<file path="src/rtl/program_memory.sv">
// Word-organised program store with auto-incrementing loader, registered PC fetch and a clear sweep.
// Optional macro PROGRAM_MEMORY_WRAP_EN: writes while full wrap circularly instead of being dropped.
`ifndef BYTE_SIZE
`define BYTE_SIZE 8
`endif

module program_memory #(
    parameter int unsigned WORD_SIZE_IN_BYTES = 4,
    parameter int unsigned MEM_SIZE_IN_WORDS  = 64,
    localparam int unsigned POINTER_SIZE = $clog2(MEM_SIZE_IN_WORDS * WORD_SIZE_IN_BYTES),
    localparam int unsigned COUNT_SIZE   = $clog2(MEM_SIZE_IN_WORDS + 1),
    localparam int unsigned WORD_W       = WORD_SIZE_IN_BYTES * `BYTE_SIZE
) (
    input  logic                    i_clk,
    input  logic                    i_reset,
    input  logic                    i_clear,
    input  logic                    i_instruction_write,
    input  logic [WORD_W-1:0]       i_instruction,
    input  logic [POINTER_SIZE-1:0] i_pc,
    output logic [WORD_W-1:0]       o_instruction,
    output logic [COUNT_SIZE-1:0]   o_write_count,
    output logic                    o_full,
    output logic                    o_empty,
    output logic                    o_overflow,
    output logic                    o_misaligned,
    output logic                    o_busy
);

    localparam int unsigned ADDR_W   = $clog2(MEM_SIZE_IN_WORDS);
    localparam int unsigned OFFSET_W = $clog2(WORD_SIZE_IN_BYTES);

    localparam logic [0:0] IDLE  = 1'b0;
    localparam logic [0:0] CLEAR = 1'b1;

    logic [WORD_W-1:0] mem [MEM_SIZE_IN_WORDS];

    logic [0:0]            state, state_next;
    logic [ADDR_W-1:0]     sweep, sweep_next;
    logic [ADDR_W-1:0]     wr_ptr, wr_ptr_next;
    logic [COUNT_SIZE-1:0] count_next;
    logic                  overflow_next;
    logic                  busy_next;

    logic                  mem_we;
    logic [ADDR_W-1:0]     mem_addr;
    logic [WORD_W-1:0]     mem_data;

    logic                    aligned;
    logic [POINTER_SIZE-1:0] fetch_index;
    logic                    read_ok;

    assign o_full  = (o_write_count == COUNT_SIZE'(MEM_SIZE_IN_WORDS));
    assign o_empty = (o_write_count == '0);

    // Fetch qualification: aligned, loaded, in range, and not sweeping
    assign aligned     = ((i_pc & POINTER_SIZE'(WORD_SIZE_IN_BYTES - 1)) == '0);
    assign fetch_index = i_pc >> OFFSET_W;
    assign read_ok     = aligned
                      && (32'(fetch_index) < 32'(o_write_count))
                      && (32'(fetch_index) < MEM_SIZE_IN_WORDS)
                      && (state == IDLE);

    always_ff @(posedge i_clk or posedge i_reset) begin
        if (i_reset) begin
            state         <= IDLE;
            sweep         <= '0;
            wr_ptr        <= '0;
            o_write_count <= '0;
            o_overflow    <= 1'b0;
            o_busy        <= 1'b0;
        end else begin
            state         <= state_next;
            sweep         <= sweep_next;
            wr_ptr        <= wr_ptr_next;
            o_write_count <= count_next;
            o_overflow    <= overflow_next;
            o_busy        <= busy_next;
        end
    end

    always_comb begin
        state_next    = state;
        sweep_next    = sweep;
        wr_ptr_next   = wr_ptr;
        count_next    = o_write_count;
        overflow_next = o_overflow;
        busy_next     = o_busy;
        mem_we        = 1'b0;
        mem_addr      = wr_ptr;
        mem_data      = i_instruction;

        case (state)
            IDLE: begin
                if (i_clear) begin
                    state_next    = CLEAR;
                    sweep_next    = '0;
                    wr_ptr_next   = '0;
                    count_next    = '0;
                    overflow_next = 1'b0;
                    busy_next     = 1'b1;
                end else if (i_instruction_write) begin
                    if (!o_full) begin
                        mem_we      = 1'b1;
                        count_next  = o_write_count + COUNT_SIZE'(1);
                        wr_ptr_next = (wr_ptr == ADDR_W'(MEM_SIZE_IN_WORDS - 1))
                                    ? '0 : wr_ptr + ADDR_W'(1);
                    end else begin
                        overflow_next = 1'b1;
`ifdef PROGRAM_MEMORY_WRAP_EN
                        mem_we      = 1'b1;
                        wr_ptr_next = (wr_ptr == ADDR_W'(MEM_SIZE_IN_WORDS - 1))
                                    ? '0 : wr_ptr + ADDR_W'(1);
`endif
                    end
                end
            end
            CLEAR: begin
                mem_we   = 1'b1;
                mem_addr = sweep;
                mem_data = '0;
                if (sweep == ADDR_W'(MEM_SIZE_IN_WORDS - 1)) begin
                    state_next = IDLE;
                    busy_next  = 1'b0;
                end else begin
                    sweep_next = sweep + ADDR_W'(1);
                end
            end
            default: state_next = IDLE;
        endcase
    end

    // Storage array is deliberately not reset
    always_ff @(posedge i_clk) begin
        if (mem_we) begin
            mem[mem_addr] <= mem_data;
        end
    end

    always_ff @(posedge i_clk or posedge i_reset) begin
        if (i_reset) begin
            o_instruction <= '0;
            o_misaligned  <= 1'b0;
        end else begin
            o_instruction <= read_ok ? mem[ADDR_W'(fetch_index)] : '0;
            o_misaligned  <= !aligned;
        end
    end

endmodule

</file>
<file path="config.mk">
export PLATFORM = sky130hd
export DESIGN_NAME = program_memory
export DESIGN_NICKNAME = d
export VERILOG_FILES = /design/src/rtl/program_memory.sv
export SDC_FILE = /design/constraint.sdc
export NUM_CORES = 2
export LEC_CHECK = 0
export ABC_CLOCK_PERIOD_IN_PS = 5160
export CELL_PAD_IN_SITES_DETAIL_PLACEMENT = 1
export CELL_PAD_IN_SITES_GLOBAL_PLACEMENT = 1
export CORE_MARGIN = 1
export CORE_UTILIZATION = 40
export DETAILED_ROUTE_END_ITERATION = 7
export PLACE_DENSITY = 0.69
export RECOVER_POWER = 50
export SETUP_SLACK_MARGIN = 0.4
export SLEW_MARGIN = 20
export SYNTH_ARGS = -nofsm -noshare
export SYNTH_HDL_FRONTEND = slang
export SYNTH_SLANG_ARGS = --single-unit
export TNS_END_PERCENT = 5
</file>
<file path="constraint.sdc">
create_clock -name i_clk -period 5.16 [get_ports i_clk]
set_clock_uncertainty 0.15 [all_clocks]
set_input_delay 1.032 -clock i_clk [delete_from_list [all_inputs] [get_ports i_clk]]
set_output_delay 1.032 -clock i_clk [all_outputs]
set_load 0.01 [all_outputs]
</file>
After elaboration in Yosys (flattened, before gate mapping)
Memory sizes are Yosys's and may differ from the RTL's.
Cells that the tools add are included.
{ "word_totals": {"reg_bits": 55, "ram_bits": 2048, "output_inout_bits": 44, "word_cells": 62, "memories": 1} }
{ "classes": {"n_addsub": 3, "magnitude_cmp": 2, "n_eq_ne": 7, "n_mux": 28, "n_bitwise": 1, "reduce_logical": 12} }
{ "mem_list": {"columns": ["name", "words", "width", "read_ports", "rd_clocked_by_memory_dff", "wr", "line", "rtl"], "rows": [
  ["mem", 64, 32, 1, 0, 1, "35", "logic [WORD_W-1:0] mem [MEM_SIZE_IN_WORDS];"]
]} }
{ "ops": {"columns": ["op", "n"], "rows": [
  ["$mux 32", 2],
  ["$mux 6", 7],
  ["$mux 7", 3],
  ["$add 6x1->6 const B", 2],
  ["$eq 6x6->1 const B", 2],
  ["$mux 1", 12],
  ["$pmux 6 s2", 1],
  ["$logic_not 8->1", 1],
  ["$add 7x1->7 const B", 1],
  ["$eq 7x7->1 const B", 1],
  ["$logic_not 7->1", 1],
  ["$lt 6x7->1", 1],
  ["$lt 6x7->1 const B", 1],
  ["$ne 2x2->1 const B", 3],
  ["$pmux 1 s2", 3],
  ["$reduce_and 3->1", 2],
  ["$reduce_and 2->1", 2],
  ["$reduce_bool 2->1", 2],
  ["$logic_and 1x1->1", 3],
  ["$ne 2x1->1 const B", 1],
  ["$logic_not 1->1", 1],
  ["$not 1->1", 1]
]} }

Longest topological paths before layout
{ "depth": {"ltp_word": 7, "ltp_mapped": 10, "ltp_nobuf": 7} }

Least setup slack after synthesis
Ideal clock, no wire load.
{ "synth_timing": {"kind": "input port to flip-flop", "startpoint": "input port i_clear", "endpoint": "memory mem[18][0] (netlist name) (enable)", "arrival_time_ns": 3.366, "required_ns": 4.589, "path_slack_ns": 1.223, "stages": 6, "cell_sequence": "clkbuf_1 > nor2_1 > o311ai_1 > o22ai_1 > nand2_1 > nor2_1"} }
{ "synth_via": {"elab_chain_cells": 4} }
{ "synth_lines": {"columns": ["element", "line", "rtl"], "rows": [
  ["start, declared", "16", "input logic i_clear,"],
  ["$mux 1", "94", "if (i_clear) begin"],
  ["$pmux 1 s2", "92", "case (state)"],
  ["$mux 1", "134", "if (mem_we) begin"],
  ["$mux 1 (implied by the code)", "135", "mem[mem_addr] <= mem_data;"],
  ["end, declared", "35", null]
]} }
No other way between the ends.

Final worst setup path
{ "layout_timing": {"startpoint": "input port i_instruction[8]", "endpoint": "memory mem[50][8] (netlist name) (data pin)"} }
{ "layout_via": {"elab_chain_cells": 1} }
{ "layout_lines": {"columns": ["element", "line", "rtl"], "rows": [
  ["start, declared", "18", "input logic [WORD_W-1:0] i_instruction,"],
  ["$mux 32", "92", null],
  ["net mem_data[8]", "46", "logic [WORD_W-1:0] mem_data;"]
]} }
The timed path passes the listed nets, and every way through them passes these cells.

==> flow_summary_export.csv <==
group,metric,value,unit
run_status,status,"finished, violations left",
run_status,violations,"max-capacitance violations, max-slew violations",
clock_network,cts_buffers,209,
timing,timing.setup.tns,0,ns
clock_network,insertion_delay,0.85,ns
floorplan,die_h,452.1,um
worst_setup_path,crit_arrival,4.86,ns
synthesis,synth_top_area_cell,"edfxtp_1",
worst_setup_path,worstPathMaxFanout,41,
timing,hold_viol,0,
clock_network,ctsHoldBuffers,0,
floorplan,dieArea,204400,um^2
worst_setup_path,start_kind,"primary input",
synthesis,synthTopCellsByArea,"edfxtp_1 (76%), mux4_2 (15%), dfrtp_1 (1.7%)",
clock_network,path_clk_slew,0.06,ns
layout,final_util,0.4661,
worst_setup_path,cp_cell_sequence,"clkdlybuf4s50_1 -> nor2b_1 -> clkbuf_2",
timing,grt_setup_unrepaired,"no",
layout,area_growth,15.30,%
clock_network,cts_buffer_depth,3,
timing,fin_crit,4.438,ns
synthesis,yosys_most_used_dff,"edfxtp_1",
clock_network,post_cts_resized,0,
floorplan,die_width,452.1,um
synthesis,synth_commonest_cells,"edfxtp_1 (2,048), mux4_2 (522), mux2i_1 (128), nor2_1 (101), nand2_1 (88)",
route,viasPerCell,5.894,
worst_setup_path,worstSetupPathType,"primary input to register",
synthesis,ys_seq_elements,2103,
clock_network,cts.sinks,2103,
synthesis,syn_avg_cell_area,22.39,um^2
placed_design,port_buffers,87,
synthesis,synth_top_area_frac,0.7589,
floorplan,boundaryPins,88,
clock_network,cts_max_level,4,
worst_setup_path,r2r_slack,0.74,ns
power,p_leak,29.91,nW
timing,min_period_over_period,0.8602,
synthesis,synthArstFlopShare,0.02615,
route,drt_iter0_drc,4746,
worst_setup_path,slowest_delay,2.48,ns
route,wire_per_inst,33.02,um
global_route,grt_max_degree,71,
floorplan,placementRows,164,
timing,tightest_slew,3.404,ns
timing,setup_viol,0,
placed_design,gp_congestion,0.8076,
worst_setup_path,critPathSlowestCell,"nor2b_1",
layout,drive_above_1_share,0.2671,
timing,drv_slew,1168,
synthesis,synth_cell_types,64,
route,routed_wl,224000,um
synthesis,synth_edf_count,2048,
clock_network,cts_tree,"built",
synthesis,synth.net_count,3673,
global_route,gr-total-overflow,0,
worst_setup_path,cp_data_required_time,5.58,ns
synthesis,ys_warn_count,0,
clock_network,ctsRootBufferMaster,"clkbuf_16",
worst_setup_path,crit_buf_inv,2,
global_route,grt_pass1_wl,316900,um
floorplan,start_util,0.4042,
run,drv_cap,30,
global_route,grt_pass1_vias,41520,
route,drc,0,
floorplan,core_region_area,200500,um^2
power,powerDensity,431.1,nW/um^2
power,worst_ir_drop_vdd,287.8,uV
min_path,hold_class,"register to register",
synthesis,netlist_area,81040,um^2
synthesis,yosysMostFrequentCell,"edfxtp_1",
route,drtPass1Iterations,6,
route,antenna_left,0,
timing,fmax,0.2253,GHz
placed_design,dp_hpwl,136100,um
layout,final_nets,4003,
global_route,grt_usage,0.2191,
worst_setup_path,crit_path_end_kind,"register",
synthesis,yosysSeqAreaShare,0.7759,
timing,max_slew_margin,-1.274,
route,vias,39980,
worst_setup_path,critPathTopFamily,"simple AND/OR/NAND/NOR gates",
global_route,antenna_found_initial,13,
synthesis,synth_cells,3620,
clock_network,post_cts_buffers,0,
sequential cells by signal, summed over array words and instances, names as in the netlist:
register / cells
o_busy: 1
wr_ptr: 6
state: 1
o_write_count: 7
mem: 2048
sweep: 6
o_instruction: 32
o_overflow: 1
o_misaligned: 1
placed cells by master (no fill, tap or decap), drive strengths merged, types with 29 or more instances in the layout:
cell type,count
a21oi,44
a221oi,29
a22oi,29
buf,191
clkbuf,320
clkdlybuf4s50,53
clkinv,71
dfrtp,55
edfxtp,2048
mux2i,128
mux4,522
nand2,88
nor2,101
nor2b,53
o21ai,64
tightest hold or removal path, stage by stage (launching register included):
cell and delay [ns]:
dfrtp_1 0.35, o31ai_1 0.07, nand2_1 0.06
through the flow:
stage / cells / power [mW] / setup WS [ns] / hold slack [ns] / area, um^2
after floorplan: 3620 / 23.34 / 1.223 / 0.3691 / 81040
after global placement: 6387 / 25.49 / 0.8759 / 0.3396 / 87000
after detailed placement: 6389 / 25.71 / 0.8881 / 0.3724 / 87050
after CTS: 6772 / 40.60 / 1.140 / 0.3703 / 93770
after global routing: 6779 / 41.35 / 0.5256 / 0.3855 / 93430
final: 6783 / 40.28 / 0.7215 / 0.3629 / 93440
kinds of logic (layout without fill, tap and decap cells):
group	Yosys count	in the layout	synth area share
DFF	2103	2103	0.7759
muxes	672	672	0.1639
and+or+nand+nor	352	352	0.02087
AOI/OAI and AO/OA	274	274	0.02328
buffers and inverters	209	711	0.01454
adders and majority gates	9	9	0.001390
xor gates and xnor gates	1	1	0.0001081
other	0	5	0
power breakdown:
part           total [mW]  switching, mW  internal, mW
Clock                15.0           6.48          8.53
Combinational        4.44           3.19          1.25
Sequential           20.8          0.322          20.5
Total                40.3           10.0          30.3
metal layers:
metal  track usage  vias to the layer above  part of all wire
li1              -                    16000                 -
met4       0.05736                        8             0.024
met3       0.04245                      292             0.081
met1        0.3021                    21850              0.41
met5             0                        -           0.00021
met2        0.3575                     1832              0.49
path summary, 6_finish.rpt:
| path | depth (start not counted) | endpoint | from |
|---|---|---|---|
| max | 3 | mem[50][8] | i_instruction[8] |
| min in group asynchronous | 2 | o_instruction[1] | i_reset |
| min | 2 | o_busy | o_busy |
| min reg2reg | 2 | o_busy | o_busy |
| max in group asynchronous | 3 | o_instruction[17] | i_reset |
| max reg2reg | 2 | mem[50][8] | state |
cell type report:
| cell class | count | area (um^2) |
|---|---|---|
| timing repair buffer | 312 | 2938 |
| multi-input combinational | 1308 | 17500 |
| inverter | 16 | 63.81 |
| antenna | 5 | 12.51 |
| clock inverter | 103 | 1134 |
| clock buffer | 280 | 5588 |
| tap | 2656 | 3323 |
| sequential | 2103 | 62880 |
| fill | 17970 | 107000 |
Power figures use the tool's default switching activity.
